File: src/rtl/mewb_mem_stage_if.sv
// rtl/mewb_mem_stage_if.sv - data-memory request/response port between the ME stage and memory
interface mewb_mem_stage_if #(
  parameter int DATA_W = 16
);
  logic              mem_req_valid;
  logic              mem_req_ready;
  logic [DATA_W-1:0] mem_addr;
  logic [DATA_W-1:0] mem_wdata;
  logic              mem_we;
  logic              mem_rsp_valid;
  logic [DATA_W-1:0] mem_rdata;

  modport master (
    output mem_req_valid, mem_addr, mem_wdata, mem_we,
    input  mem_req_ready, mem_rsp_valid, mem_rdata
  );

  modport slave (
    input  mem_req_valid, mem_addr, mem_wdata, mem_we,
    output mem_req_ready, mem_rsp_valid, mem_rdata
  );
endinterface

File: src/rtl/mewb_mem_stage.sv
// rtl/mewb_mem_stage.sv - ME stage controller: issues loads/stores, stalls upstream, registers ME/WB
module mewb_mem_stage #(
  parameter int DATA_W  = 16,
  parameter int RA_W    = 3,
  parameter int TIMEOUT = 255
) (
  input  logic              clk,
  input  logic              reset,
  input  logic [DATA_W-1:0] ALUResultM,
  input  logic [DATA_W-1:0] WriteDataM,
  input  logic              RegWriteM,
  input  logic              MemWriteM,
  input  logic              MemReadM,
  input  logic [RA_W-1:0]   WA3M,
  input  logic              NM,
  input  logic              VM,
  input  logic              ZM,
  output logic              StallM,
  mewb_mem_stage_if.master  mem,
  output logic [DATA_W-1:0] ALUResultW,
  output logic [DATA_W-1:0] ReadDataW,
  output logic              RegWriteW,
  output logic              MemToRegW,
  output logic              MemErrW,
  output logic [RA_W-1:0]   WA3W,
  output logic              NW,
  output logic              VW,
  output logic              ZW
);
  localparam logic [1:0] S_IDLE = 2'd0;
  localparam logic [1:0] S_REQ  = 2'd1;
  localparam logic [1:0] S_WAIT = 2'd2;
  localparam logic [1:0] S_DONE = 2'd3;
  localparam logic [7:0] TMO    = 8'(TIMEOUT);

  logic [1:0]        state;
  logic [DATA_W-1:0] req_addr, req_wdata, rd_data;
  logic              req_we, req_load, req_rw, req_err;
  logic              req_n, req_v, req_z;
  logic [RA_W-1:0]   req_wa;
  logic [7:0]        wait_cnt;
  logic              acc;

  assign acc    = MemReadM | MemWriteM;
  assign StallM = !reset && ((state == S_IDLE && acc) || state == S_REQ || state == S_WAIT);

  assign mem.mem_req_valid = (state == S_REQ);
  assign mem.mem_addr      = req_addr;
  assign mem.mem_wdata     = req_wdata;
  assign mem.mem_we        = req_we;

  always_ff @(posedge clk) begin
    if (reset) begin
      state     <= S_IDLE;
      req_addr  <= '0;
      req_wdata <= '0;
      req_we    <= 1'b0;
      req_load  <= 1'b0;
      req_rw    <= 1'b0;
      req_err   <= 1'b0;
      req_n     <= 1'b0;
      req_v     <= 1'b0;
      req_z     <= 1'b0;
      req_wa    <= '0;
      rd_data   <= '0;
      wait_cnt  <= '0;
    end else begin
      case (state)
        S_IDLE: begin
          if (acc) begin
            // A store wins over a simultaneous read request.
            req_addr  <= ALUResultM;
            req_wdata <= WriteDataM;
            req_we    <= MemWriteM;
            req_load  <= MemReadM & ~MemWriteM;
            req_rw    <= RegWriteM;
            req_wa    <= WA3M;
            req_n     <= NM;
            req_v     <= VM;
            req_z     <= ZM;
            req_err   <= 1'b0;
            rd_data   <= '0;
            state     <= S_REQ;
          end
        end
        S_REQ: begin
          if (mem.mem_req_ready) begin
            wait_cnt <= '0;
            state    <= req_we ? S_DONE : S_WAIT;
          end
        end
        S_WAIT: begin
          if (mem.mem_rsp_valid) begin
            rd_data <= mem.mem_rdata;
            state   <= S_DONE;
          end else if (wait_cnt == TMO) begin
            rd_data <= '0;
            req_err <= 1'b1;
            state   <= S_DONE;
          end else begin
            wait_cnt <= wait_cnt + 8'd1;
          end
        end
        default: state <= S_IDLE;
      endcase
    end
  end

  // ME/WB register: pass-through in IDLE without access, captured op in DONE, bubble otherwise.
  always_ff @(posedge clk) begin
    if (reset || (state == S_IDLE && acc) || state == S_REQ || state == S_WAIT) begin
      ALUResultW <= '0;
      ReadDataW  <= '0;
      RegWriteW  <= 1'b0;
      MemToRegW  <= 1'b0;
      MemErrW    <= 1'b0;
      WA3W       <= '0;
      NW         <= 1'b0;
      VW         <= 1'b0;
      ZW         <= 1'b0;
    end else if (state == S_DONE) begin
      ALUResultW <= req_addr;
      ReadDataW  <= rd_data;
      RegWriteW  <= req_rw & ~req_err;
      MemToRegW  <= req_load;
      MemErrW    <= req_err;
      WA3W       <= req_wa;
      NW         <= req_n;
      VW         <= req_v;
      ZW         <= req_z;
    end else begin
      ALUResultW <= ALUResultM;
      ReadDataW  <= '0;
      RegWriteW  <= RegWriteM;
      MemToRegW  <= 1'b0;
      MemErrW    <= 1'b0;
      WA3W       <= WA3M;
      NW         <= NM;
      VW         <= VM;
      ZW         <= ZM;
    end
  end
endmodule
File: src/flat_wrapper.sv
// flat-port wrapper written by rule: the top's interface ports become plain ports
module mewb_mem_stage_flat 
#(
  parameter int DATA_W  = 16,
  parameter int RA_W    = 3,
  parameter int TIMEOUT = 255
)
  (clk, reset, ALUResultM, WriteDataM, RegWriteM, MemWriteM, MemReadM, WA3M, NM, VM, ZM, StallM, ALUResultW, ReadDataW, RegWriteW, MemToRegW, MemErrW, WA3W, NW, VW, ZW, mem_mem_req_valid, mem_mem_addr, mem_mem_wdata, mem_mem_we, mem_mem_req_ready, mem_mem_rsp_valid, mem_mem_rdata);
  mewb_mem_stage_if #(.DATA_W(DATA_W)) mem_i ();
  input  logic clk;
  input  logic reset;
  input  logic [DATA_W-1:0] ALUResultM;
  input  logic [DATA_W-1:0] WriteDataM;
  input  logic RegWriteM;
  input  logic MemWriteM;
  input  logic MemReadM;
  input  logic [RA_W-1:0] WA3M;
  input  logic NM;
  input  logic VM;
  input  logic ZM;
  output logic StallM;
  output logic [DATA_W-1:0] ALUResultW;
  output logic [DATA_W-1:0] ReadDataW;
  output logic RegWriteW;
  output logic MemToRegW;
  output logic MemErrW;
  output logic [RA_W-1:0] WA3W;
  output logic NW;
  output logic VW;
  output logic ZW;
  output wire logic [$bits(mem_i.mem_req_valid)-1:0] mem_mem_req_valid;
  output wire logic [$bits(mem_i.mem_addr)-1:0] mem_mem_addr;
  output wire logic [$bits(mem_i.mem_wdata)-1:0] mem_mem_wdata;
  output wire logic [$bits(mem_i.mem_we)-1:0] mem_mem_we;
  input wire logic [$bits(mem_i.mem_req_ready)-1:0] mem_mem_req_ready;
  input wire logic [$bits(mem_i.mem_rsp_valid)-1:0] mem_mem_rsp_valid;
  input wire logic [$bits(mem_i.mem_rdata)-1:0] mem_mem_rdata;
  assign mem_mem_req_valid = mem_i.mem_req_valid;
  assign mem_mem_addr = mem_i.mem_addr;
  assign mem_mem_wdata = mem_i.mem_wdata;
  assign mem_mem_we = mem_i.mem_we;
  assign mem_i.mem_req_ready = mem_mem_req_ready;
  assign mem_i.mem_rsp_valid = mem_mem_rsp_valid;
  assign mem_i.mem_rdata = mem_mem_rdata;
  mewb_mem_stage #(.DATA_W(DATA_W), .RA_W(RA_W), .TIMEOUT(TIMEOUT)) u_core (.clk(clk), .reset(reset), .ALUResultM(ALUResultM), .WriteDataM(WriteDataM), .RegWriteM(RegWriteM), .MemWriteM(MemWriteM), .MemReadM(MemReadM), .WA3M(WA3M), .NM(NM), .VM(VM), .ZM(ZM), .StallM(StallM), .mem(mem_i), .ALUResultW(ALUResultW), .ReadDataW(ReadDataW), .RegWriteW(RegWriteW), .MemToRegW(MemToRegW), .MemErrW(MemErrW), .WA3W(WA3W), .NW(NW), .VW(VW), .ZW(ZW));
endmodule
File: config.mk
export PLATFORM = sky130hd
export DESIGN_NAME = mewb_mem_stage_flat
export DESIGN_NICKNAME = d
export VERILOG_FILES = /design/src/rtl/mewb_mem_stage_if.sv /design/src/rtl/mewb_mem_stage.sv /design/src/flat_wrapper.sv
export SDC_FILE = /design/constraint.sdc
export NUM_CORES = 1
export LEC_CHECK = 0
export BUFFER_PORTS_ARGS = -buffer_cell sky130_fd_sc_hd__buf_2
export CORE_AREA = 2 2 101 103
export CTS_BUF_LIST = sky130_fd_sc_hd__clkbuf_4 sky130_fd_sc_hd__clkbuf_8
export CTS_CLUSTER_SIZE = 16
export DETAILED_ROUTE_END_ITERATION = 10
export DIE_AREA = 0 0 103 105
export GPL_TIMING_DRIVEN = 1
export PLACE_DENSITY_LB_ADDON = 0.1
export SETUP_SLACK_MARGIN = 0.4
export SKIP_LAST_GASP = 1
export SLEW_MARGIN = 20
export SYNTH_ARGS = -nofsm -noshare
export SYNTH_HDL_FRONTEND = slang
export SYNTH_SLANG_ARGS = --single-unit
File: constraint.sdc
create_clock -name clk -period 4.8 [get_ports clk]
set_input_delay 0.72 -clock clk [delete_from_list [all_inputs] [get_ports clk]]
set_output_delay 0.72 -clock clk [all_outputs]
set_load 0.005 [all_outputs]
==> results.sh <==
export IMPL_firstDrtPassIters=4
export IMPL_yosysSeqAreaShare=0.5366
export IMPL_postCtsResizedCells=0
export IMPL_tns_ns=0
export IMPL_hpwl_mm=6.593
export IMPL_cts_hold_fix_buffers=0
export IMPL_final_cells=706
export IMPL_grt_max_degree=44
export IMPL_max_clock_path_buffers=2
export IMPL_vias=3513
export IMPL_ys_flop_type="dfxtp_1"
export IMPL_final_min_clock_period_ns=3.156
export IMPL_period_share=0.6576
export IMPL_drc_errors=0
export IMPL_cp_max_fo=28
export IMPL_nFillCells=978
export IMPL_grt_pass1_vias=3255
export IMPL_end_kind="output pin"
export IMPL_fin_skew_ns=0.01001
export IMPL_clk_pin_slew_ns=0.09
export IMPL_hold_viol=0
export IMPL_cts_setup_buffers=0
export IMPL_antenna_found_initial=0
export IMPL_yosys_area_top_type_share=0.5366
export IMPL_dp_cells=692
export IMPL_grt_overflow_total=0
export IMPL_ios=137
export IMPL_viasPerCell=4.976
export IMPL_fmax_mhz=316.8
export IMPL_nets=637
export IMPL_synth_cell_types=41
export IMPL_outcome="finished, final reports clean"
export IMPL_max_vdd_ir_drop_uv=300.3
export IMPL_synth_edf_count=0
export IMPL_relSlewSlack=0.2958
export IMPL_setup_violations=0
export IMPL_numCtsBuffers=9
export IMPL_n_antenna_cell=0
export IMPL_drtIter0Drc=127
export IMPL_die_width_um=103
export IMPL_route_detailed_wl_per_inst_um=13.91
export IMPL_avgSynthCellArea_sq_um=8.996
export IMPL_dieArea_sq_um=10820
export IMPL_ys_seq_elements=109
export IMPL_routed_wl_mm=9.822
export IMPL_cp_arrival_ns=2.44
export IMPL_rows=36
export IMPL_numClockSinks=109
export IMPL_synth_area_sq_um=4066
export IMPL_power_density_nw_per_um2=497.5
export IMPL_die_h_um=105
export IMPL_seq_area_sq_um=2182
export IMPL_drive_above_1_share=0.2845
export IMPL_synth_area_leader_cell="dfxtp_1"
export IMPL_synthesis_nets=519
export IMPL_leakage_nw=2.210
export IMPL_coreArea_sq_um=9639
export IMPL_grt_pass1_wl_mm=15.35
export IMPL_synthCells=452
export IMPL_grtUsageTotal=0.1783
export IMPL_rsz0062_at_grt="no"
export IMPL_yosysMostFrequentCell="dfxtp_1"
export IMPL_crit_type="reg2out"
export IMPL_syn_to_final_growth_pct=22.98
export IMPL_cts_tree="done"
export IMPL_hold_path_class="reg2reg"
export IMPL_slew_violations=0
export IMPL_cp_start_kind="flop"
export IMPL_ant_nets=0
export IMPL_async_flop_share=0
export IMPL_r2r_cells=5
export IMPL_clock_latency_ns=0.37
export IMPL_start_util=0.4219
export IMPL_synth_area_leaders="dfxtp_1 54%, nand2_1 7.7%, a21oi_1 6.3%"
export IMPL_io_buffers=136
export IMPL_cts_htree_levels=3
export IMPL_gp_congestion=0.7202
export IMPL_maxCapViolCount=0
export IMPL_critPathRequiredTime_ns=4.08
export IMPL_yosysWarningCount=0
export IMPL_worst_slew_pin_slew_ns=1.056
export IMPL_clockRootBuffer="clkbuf_8"
export IMPL_min_path_cells=2
export IMPL_postLayoutCoreUtil=0.5188
export IMPL_multiInputGateArea_sq_um=1733
export IMPL_synthTopCellsByCount="109 x dfxtp_1, 83 x nand2_1, 51 x a21oi_1"
## through the flow
step	area (sq um)	worst slack, ns	hold slack, ns	power, mW
2_1_floorplan	4066	2.527	0.4360	1.669
3_3_place_gp	4793	2.050	0.4414	1.905
3_5_place_dp	4793	1.954	0.4438	1.925
4_1_cts	4999	1.577	0.4567	2.511
5_1_grt	5001	1.372	0.4785	2.655
6_report	5001	1.644	0.4553	2.488
## cell type report
| type | instances | share of cell area |
|---|---|---|
| well taps | 133 | 0.03328 |
| repair buffers | 138 | 0.1391 |
| clock buffers | 10 | 0.02627 |
| inverters | 5 | 0.003753 |
| multi-input cells | 307 | 0.3465 |
| flip-flops and latches | 109 | 0.4363 |
| clock inverters | 4 | 0.01476 |
## sequential cells by signal, summed over array words and instances, names as in the netlist
signal,count
u_core.req_v,1
u_core.req_n,1
u_core.req_wa,3
u_core.MemToRegW,1
u_core.VW,1
u_core.MemErrW,1
u_core.state,2
u_core.mem.mem_wdata,16
u_core.wait_cnt,8
u_core.req_rw,1
u_core.req_err,1
u_core.req_z,1
u_core.WA3W,3
u_core.ZW,1
u_core.mem.mem_we,1
u_core.mem.mem_addr,16
u_core.NW,1
u_core.RegWriteW,1
u_core.ReadDataW,16
u_core.req_load,1
u_core.rd_data,16
u_core.ALUResultW,16
## where the power goes
part	total (mW)	internal, mW	leakage, nW	switching [mW]
Combinational	0.778	0.272	1.22	0.506
Clock	0.594	0.296	0.106	0.298
Sequential	1.12	1.05	0.889	0.0706
## critical path: stages, from the launching register on
cell,delay (ns)
dfxtp_1,0.36
inv_1,0.11
ha_1,0.35
o21a_1,0.86
nor2_1,0.11
nor2_1,0.14
buf_2,0.13
## path summary, 6_finish.rpt
kind,startpoint,end,slack [ns]
worst min-delay path,u_core.mem.mem_wdata[12],u_core.mem.mem_wdata[12],0.46
worst max register to register,u_core.state[0],u_core.ALUResultW[4],2.08
worst min register to register,u_core.mem.mem_wdata[12],u_core.mem.mem_wdata[12],0.46
worst max-delay path,u_core.state[0],StallM,1.64
## cell families (layout without fill, tap and decap cells)
family	count (synthesis)	in the layout	share of synthesized area
AND/OR/NAND/NOR	192	192	0.2308
multiplexers	22	22	0.05415
buffers and inverters	36	157	0.04123
adder cells (fa/ha/maj)	6	6	0.01846
AO/OA/AOI/OAI	87	87	0.1188
flip-flops	109	109	0.5366
## cell usage in the layout (no fill, tap or decap), types with 3 or more instances in the layout
cell      instances
buf_2           136
dfxtp_1         109
nand2_1          83
a21oi_1          51
nor2_1           28
mux2i_1          22
nand4_1          19
nand2b_1         19
o21ai_1          19
and3_1           18
clkbuf_8          9
inv_1             5
or3_1             5
nand3_1           5
ha_1              5
nand3b_1          3
## metal layers
layer | routed length (um) | GRT usage | up-vias | part of all wire
li1 | - | - | 1776 | -
met1 | 4360 | 0.2194 | 1626 | 0.44
met2 | 4643 | 0.2987 | 100 | 0.47
met3 | 668 | 0.03880 | 11 | 0.068
met4 | 148 | 0.07049 | 0 | 0.015
met5 | 0 | 0 | - | 0
Note: power is estimated with default switching activity, not from simulation.
